[src/rtl/fetch_pkg.sv]
// Shared types and constants for the instruction fetch stage.
package fetch_pkg;

   typedef enum logic [2:0] {
      IDLE,
      REQ,
      DROP,
      HOLD,
      ERR
   } fetchState_t;

   localparam int unsigned INSTR_W = 32;
   localparam logic [INSTR_W-1:0] NOP_INSTR = 32'h0000_0013;

endpackage

[src/rtl/fetch_pc_reg.sv]
// Program counter plus the shadow copy of the address still owed by memory
// after a redirect abandons an in-flight fetch.
module fetch_pc_reg #(
   parameter int unsigned          PC_W     = 64,
   parameter logic [PC_W-1:0]      RESET_PC = '0
) (
   input  logic            clk,
   input  logic            rst,
   input  logic            loadTarget,
   input  logic            increment,
   input  logic            captureShadow,
   input  logic [PC_W-1:0] target,
   output logic [PC_W-1:0] pc,
   output logic [PC_W-1:0] shadowPc
);

   always_ff @(posedge clk or negedge rst) begin
      if (!rst) begin
         pc       <= RESET_PC;
         shadowPc <= RESET_PC;
      end else begin
         if (captureShadow)
            shadowPc <= pc;
         // A redirect always takes priority over the sequential step.
         if (loadTarget)
            pc <= target;
         else if (increment)
            pc <= pc + PC_W'(4);
      end
   end

endmodule

[src/rtl/instr_fetch_unit.sv]
// Multicycle fetch stage: single-outstanding memory reads, instruction
// register with valid/ready handoff, and branch redirect handling.
module instr_fetch_unit
   import fetch_pkg::*;
#(
   parameter int unsigned     PC_W     = 64,
   parameter logic [PC_W-1:0] RESET_PC = '0
) (
   input  logic               clk,
   input  logic               rst,
   output logic               mem_req,
   output logic [PC_W-1:0]    mem_addr,
   input  logic               mem_ack,
   input  logic [INSTR_W-1:0] mem_rdata,
   output logic [INSTR_W-1:0] instr,
   output logic [PC_W-1:0]    instr_pc,
   output logic               instr_valid,
   input  logic               instr_ready,
   input  logic               redirect,
   input  logic [PC_W-1:0]    redirect_pc,
   output logic               misaligned_err
);

   fetchState_t        state;
   logic               memReq;
   logic               instrValid;
   logic               errFlag;
   logic [INSTR_W-1:0] instrReg;
   logic [PC_W-1:0]    instrPcReg;
   logic [PC_W-1:0]    pc;
   logic [PC_W-1:0]    shadowPc;

   logic badTarget;
   logic goodRedirect;
   logic loadTarget;
   logic increment;
   logic captureShadow;

   always_comb begin
      badTarget     = redirect && (redirect_pc[1:0] != 2'b00);
      goodRedirect  = redirect && !badTarget && (state != ERR);
      loadTarget    = goodRedirect;
      increment     = (state == HOLD) && instr_ready && !redirect;
      captureShadow = (state == REQ) && goodRedirect && !mem_ack;
   end

   fetch_pc_reg #(
      .PC_W     (PC_W),
      .RESET_PC (RESET_PC)
   ) pcReg (
      .clk           (clk),
      .rst           (rst),
      .loadTarget    (loadTarget),
      .increment     (increment),
      .captureShadow (captureShadow),
      .target        (redirect_pc),
      .pc            (pc),
      .shadowPc      (shadowPc)
   );

   always_ff @(posedge clk or negedge rst) begin
      if (!rst) begin
         state      <= IDLE;
         memReq     <= 1'b0;
         instrValid <= 1'b0;
         errFlag    <= 1'b0;
         instrReg   <= NOP_INSTR;
         instrPcReg <= RESET_PC;
      end else if ((state != ERR) && badTarget) begin
         state      <= ERR;
         errFlag    <= 1'b1;
         memReq     <= 1'b0;
         instrValid <= 1'b0;
      end else begin
         case (state)
            IDLE: begin
               state  <= REQ;
               memReq <= 1'b1;
            end
            REQ: begin
               // Ack together with a redirect drops the word and refetches at the target.
               if (mem_ack && !redirect) begin
                  instrReg   <= mem_rdata;
                  instrPcReg <= pc;
                  state      <= HOLD;
                  memReq     <= 1'b0;
                  instrValid <= 1'b1;
               end else if (redirect && !mem_ack) begin
                  state <= DROP;
               end
            end
            DROP: begin
               if (mem_ack)
                  state <= REQ;
            end
            HOLD: begin
               if (redirect || instr_ready) begin
                  state      <= REQ;
                  memReq     <= 1'b1;
                  instrValid <= 1'b0;
               end
            end
            ERR: ;
            default: begin
               state      <= IDLE;
               memReq     <= 1'b0;
               instrValid <= 1'b0;
            end
         endcase
      end
   end

   assign mem_req        = memReq;
   assign mem_addr       = (state == DROP) ? shadowPc : pc;
   assign instr          = instrReg;
   assign instr_pc       = instrPcReg;
   assign instr_valid    = instrValid;
   assign misaligned_err = errFlag;

endmodule

[config.mk]
export PLATFORM = sky130hd
export DESIGN_NAME = instr_fetch_unit
export DESIGN_NICKNAME = d
export VERILOG_FILES = /design/src/rtl/fetch_pkg.sv /design/src/rtl/fetch_pc_reg.sv /design/src/rtl/instr_fetch_unit.sv
export SDC_FILE = /design/constraint.sdc
export NUM_CORES = 1
export LEC_CHECK = 0
export ABC_AREA = 0
export CORE_ASPECT_RATIO = 2
export CORE_UTILIZATION = 50
export CTS_CLUSTER_DIAMETER = 30
export DETAILED_ROUTE_END_ITERATION = 12
export GPL_TIMING_DRIVEN = 1
export PLACE_DENSITY_LB_ADDON = 0.08
export REMOVE_ABC_BUFFERS = 1
export SYNTH_ARGS = -nofsm -noshare
export SYNTH_HDL_FRONTEND = slang
export SYNTH_SLANG_ARGS = --single-unit
[constraint.sdc]
create_clock -name clk -period 3.2 [get_ports clk]
set_input_delay 0.64 -clock clk [delete_from_list [all_inputs] [get_ports clk]]
set_output_delay 0.64 -clock clk [all_outputs]
set_load 0.02 [all_outputs]
==> impl_table.tex <==
\begin{tabular}{lr}
\hline
Metric & Value \\
\hline
\multicolumn{2}{l}{\textbf{Synthesis}} \\
Synth warn & 0 \\
Area share of the leading cell type in the synthesized netlist & 51.7\% \\
Synthesized flop and latch total & 230 \\
Synth area leader & sky130\_fd\_sc\_hd\_\_dfrtp\_1 \\
Most instantiated flip-flop cell in the synthesis netlist & sky130\_fd\_sc\_hd\_\_dfrtp\_1 \\
Distinct cells, synth & 57 \\
Mapped cell area & 11000 µm² \\
Async set-or-reset flop fraction in the synthesized netlist & 100\% \\
Fraction of the yosys area taken by sequential cells & 52.5\% \\
Count of mapped cells out of synthesis & 924 \\
Largest cells by area after synthesis & sky130\_fd\_sc\_hd\_\_dfrtp\_1 52\%, sky130\_fd\_sc\_hd\_\_mux2\_2 23\%, sky130\_fd\_sc\_hd\_\_nor2\_1 1.8\%, sky130\_fd\_sc\_hd\_\_o21ai\_0 1.8\%, sky130\_fd\_sc\_hd\_\_nand2\_1 1.7\% \\
Most repeated cell in the gate-level netlist after synthesis & sky130\_fd\_sc\_hd\_\_dfrtp\_1 \\
Top post-synthesis cells by count & 227 x sky130\_fd\_sc\_hd\_\_dfrtp\_1, 221 x sky130\_fd\_sc\_hd\_\_mux2\_2, 54 x sky130\_fd\_sc\_hd\_\_nor2\_1 \\
Count of flip-flops with a built-in enable after synthesis & 0 \\
Mean instance size in the synthesized netlist & 11.9 µm² \\
\multicolumn{2}{l}{\textbf{Placed design}} \\
Post-DP HPWL & 22000 µm \\
Placer Congestion & 0.865 \\
Worst slack, placed & 173 ps \\
Count of input and output buffers & 263 \\
\multicolumn{2}{l}{\textbf{CTS}} \\
CTS tree & yes \\
Sinks on the clock net & 230 \\
H-tree depth & 2 \\
CTS Root Cell & sky130\_fd\_sc\_hd\_\_clkbuf\_16 \\
Clock network latency to the later pin of the worst-skew pair & 500 ps \\
Clock buffers created by TritonCTS & 35 \\
Buffer levels on the longest clock path & 3 \\
Clock slew at the register clock pins of the worst setup and hold paths & 60 ps \\
\multicolumn{2}{l}{\textbf{Worst setup path}} \\
Launching element type of the critical path & flip-flop \\
Crit Path Max Fanout & 33 \\
Buf/Inv on CP & 3 \\
Crit path largest cell delay & 540 ps \\
Count of cells along the worst register-to-register path & 5 \\
Worst-path cell with the longest stage delay & sky130\_fd\_sc\_hd\_\_clkdlybuf4s50\_1 \\
Critical path destination & mem\_addr[12] \\
Minimum setup slack among reg-to-reg paths & 610 ps \\
Worst setup path startpoint & state[2] \\
Total number of cells along the worst setup path & 5 \\
Arrival time worst endpoint & 2510 ps \\
Startpoint of the worst register-to-register path & pcReg.pc[6] \\
WS Path Type & flip-flop to output pin \\
Worst Setup End Kind & output pin \\
Endpoint of the worst-slack reg-to-reg timing path & pcReg.pc[50] \\
Data required time of the critical path & 2560 ps \\
Ordered list of cells on the worst path & nor3b\_4 -> buf\_4 -> buf\_12 -> mux2\_2 -> clkdlybuf4s50\_1 \\
Kind of cell adding the most delay to the critical path & buffers and inverters \\
\multicolumn{2}{l}{\textbf{Hold path}} \\
Type of the tightest min-delay check & primary input to async pin \\
\multicolumn{2}{l}{\textbf{Timing}} \\
Final Slew Violations & 0 \\
Measured slew at the worst slew-check pin & 789 ps \\
Count of endpoints failing hold in the final timing report & 0 \\
Ratio of final minimum period to clock period & 98.3\% \\
Final worst hold slack & 93.7 ps \\
Worst-case clock skew & 15.2 ps \\
Tightest slew margin relative to the limit & 47.4\% \\
Fmax & 318 MHz \\
Sum of negative setup slack & 0 ps \\
Shortest period the worst path allows & 3150 ps \\
Setup ws final & 53.7 ps \\
Final setup vio count & 0 \\
\multicolumn{2}{l}{\textbf{Power}} \\
Maximum vdd drop & 0.478 mV \\
Static leakage & 0.00714 µW \\
Relative contribution of sequential cells to total power & 40.7\% \\
Internal cell power & 5610 µW \\
Pwr dens & 464 nW/µm² \\
Clock network fraction of design power & 56.4\% \\
Switching power & 1540 µW \\
Sw Share & 21.6\% \\
Combinational group share of total power & 2.9\% \\
\multicolumn{2}{l}{\textbf{Layout}} \\
Net count, final & 1295 \\
Sequential cell area & 5760 µm² \\
Utilization after layout & 71.7\% \\
Area occupied by multi-input gates & 4920 µm² \\
Fraction of final layout cells with drive strength greater than 1 & 28.3\% \\
Area growth from synthesis to final layout & 40.3\% \\
Final-layout fill cell count & 1602 \\
\multicolumn{2}{l}{\textbf{Routing}} \\
Vias per cell & 5.69 \\
Total length of routed wires & 30800 µm \\
Via count & 8488 \\
Drc violations & 0 \\
Number of search-and-repair iterations in the first detailed-routing pass & 4 \\
Number of nets with antenna violations after routing & 0 \\
Wire per inst & 20.6 µm \\
Detailed Route Iter0 Violations & 345 \\
\multicolumn{2}{l}{\textbf{Floorplan}} \\
Die extent in x & 107 µm \\
Chip Height & 212 µm \\
Cell row count & 76 \\
Number of top-level pins & 264 \\
Starting utilization of the core area & 51.1\% \\
Floorplan core area & 21500 µm² \\
Die Area & 22600 µm² \\
\multicolumn{2}{l}{\textbf{Global route}} \\
Initial antenna violation count & 2 \\
Maximum number of pins on one net before global-route repair & 75 \\
Global-route wire length before repair & 47700 µm \\
Global-route total usage across every layer & 27.6\% \\
Vias in the first global route & 8872 \\
Global route overflow & 0 \\
\multicolumn{2}{l}{\textbf{Flow run}} \\
Max Cap Viol & 0 \\
\multicolumn{2}{l}{\textbf{Status}} \\
Status & complete, no violations \\
\hline
\end{tabular}
[worst min-delay path by stage]
stage / cells past startpoint / slack [ps] / endpoint / startpoint
after global routing: 1 / 140 / pcReg.shadowPc[63] / rst
after detailed placement: 1 / 460 / misaligned_err / misaligned_err
after floorplan: 0 / 340 / instr[10] / rst
final: 1 / 90 / instr_pc[63] / rst
after CTS: 1 / 110 / instr_pc[61] / rst
after global placement: 1 / 460 / misaligned_err / misaligned_err
[layer usage]
layer	part of all wire, %	wire length (µm)	GRT usage (%)	up-vias
met3	3.5	1080	3.29	77
met1	35	10900	29.0	4224
met5	0	0	0	-
met4	4.3	1310	13.7	0
met2	57	17500	52.8	252
li1	-	-	-	3935
[registers in the layout, indices dropped and copies added, names as in the netlist]
signal          flops
pcReg.pc           64
instr              32
misaligned_err      1
instr_valid         1
instr_pc           64
pcReg.shadowPc     64
mem_req             1
state               3
[placed cells by master, fill, tap and decap left out, types with 12 or more instances in the layout]
cell	netlist	final
sky130_fd_sc_hd__clkdlybuf4s50_1	0	238
sky130_fd_sc_hd__o31ai_1	14	14
sky130_fd_sc_hd__mux2_2	221	221
sky130_fd_sc_hd__xnor2_1	12	12
sky130_fd_sc_hd__clkbuf_16	0	38
sky130_fd_sc_hd__nand4_1	21	21
sky130_fd_sc_hd__a31oi_1	28	28
sky130_fd_sc_hd__o21ai_0	40	40
sky130_fd_sc_hd__nand3_1	27	26
sky130_fd_sc_hd__or3_1	15	15
sky130_fd_sc_hd__nor3_1	20	20
sky130_fd_sc_hd__and4_1	12	12
sky130_fd_sc_hd__or4_1	14	14
sky130_fd_sc_hd__buf_4	3	26
sky130_fd_sc_hd__dlymetal6s2s_1	0	19
sky130_fd_sc_hd__dfrtp_1	227	224
sky130_fd_sc_hd__nand2_1	49	49
sky130_fd_sc_hd__nor2_1	54	54
[power by group through the flow]
stage | Combinational (µW) | Sequential [µW] | Clock, µW
6_report | 208 | 2910 | 4030
5_1_grt | 228 | 2910 | 4220
4_1_cts | 213 | 2910 | 4100
3_5_place_dp | 210 | 2960 | 0
3_3_place_gp | 210 | 2960 | 0
2_1_floorplan | 6.34 | 2960 | 0
[layout make-up]
type                       count  share of cell area, %
clock inverter                22                   1.97
tap                          273                   2.22
inverter                       6                  0.146
multi-input combinational    619                   32.0
timing repair buffer         300                   20.1
antenna                        2                 0.0325
clock buffer                  40                   6.15
sequential                   230                   37.4
[through the flow]
| step | cells | cell area [µm²] | power (µW) |
|---|---|---|---|
| floorplan | 855 | 10700 | 2970 |
| detailed placement | 1425 | 14100 | 3170 |
| finish | 1492 | 15400 | 7150 |
| global route | 1492 | 15400 | 7360 |
| global placement | 1425 | 14100 | 3170 |
| CTS | 1487 | 15300 | 7220 |
[what timing repair did]
action | CTS | global route
pin swaps | 0 | 1
endpoints found under the setup margin | 61 | 56
setup buffers | 0 | 2
hold buffers | 0 | 0
cloned | 0 | 1
resized for setup | 9 | 19
[cell families after synthesis]
kind of cell	share of synthesized area, %
muxes	22.9
buffers and inverters	3.03
adders and majority gates	0.319
and+or+nand+nor	13.0
DFF	52.5
AOI/OAI and AO/OA	6.66
xor gates and xnor gates	1.60
Power figures use the tool's default switching activity.
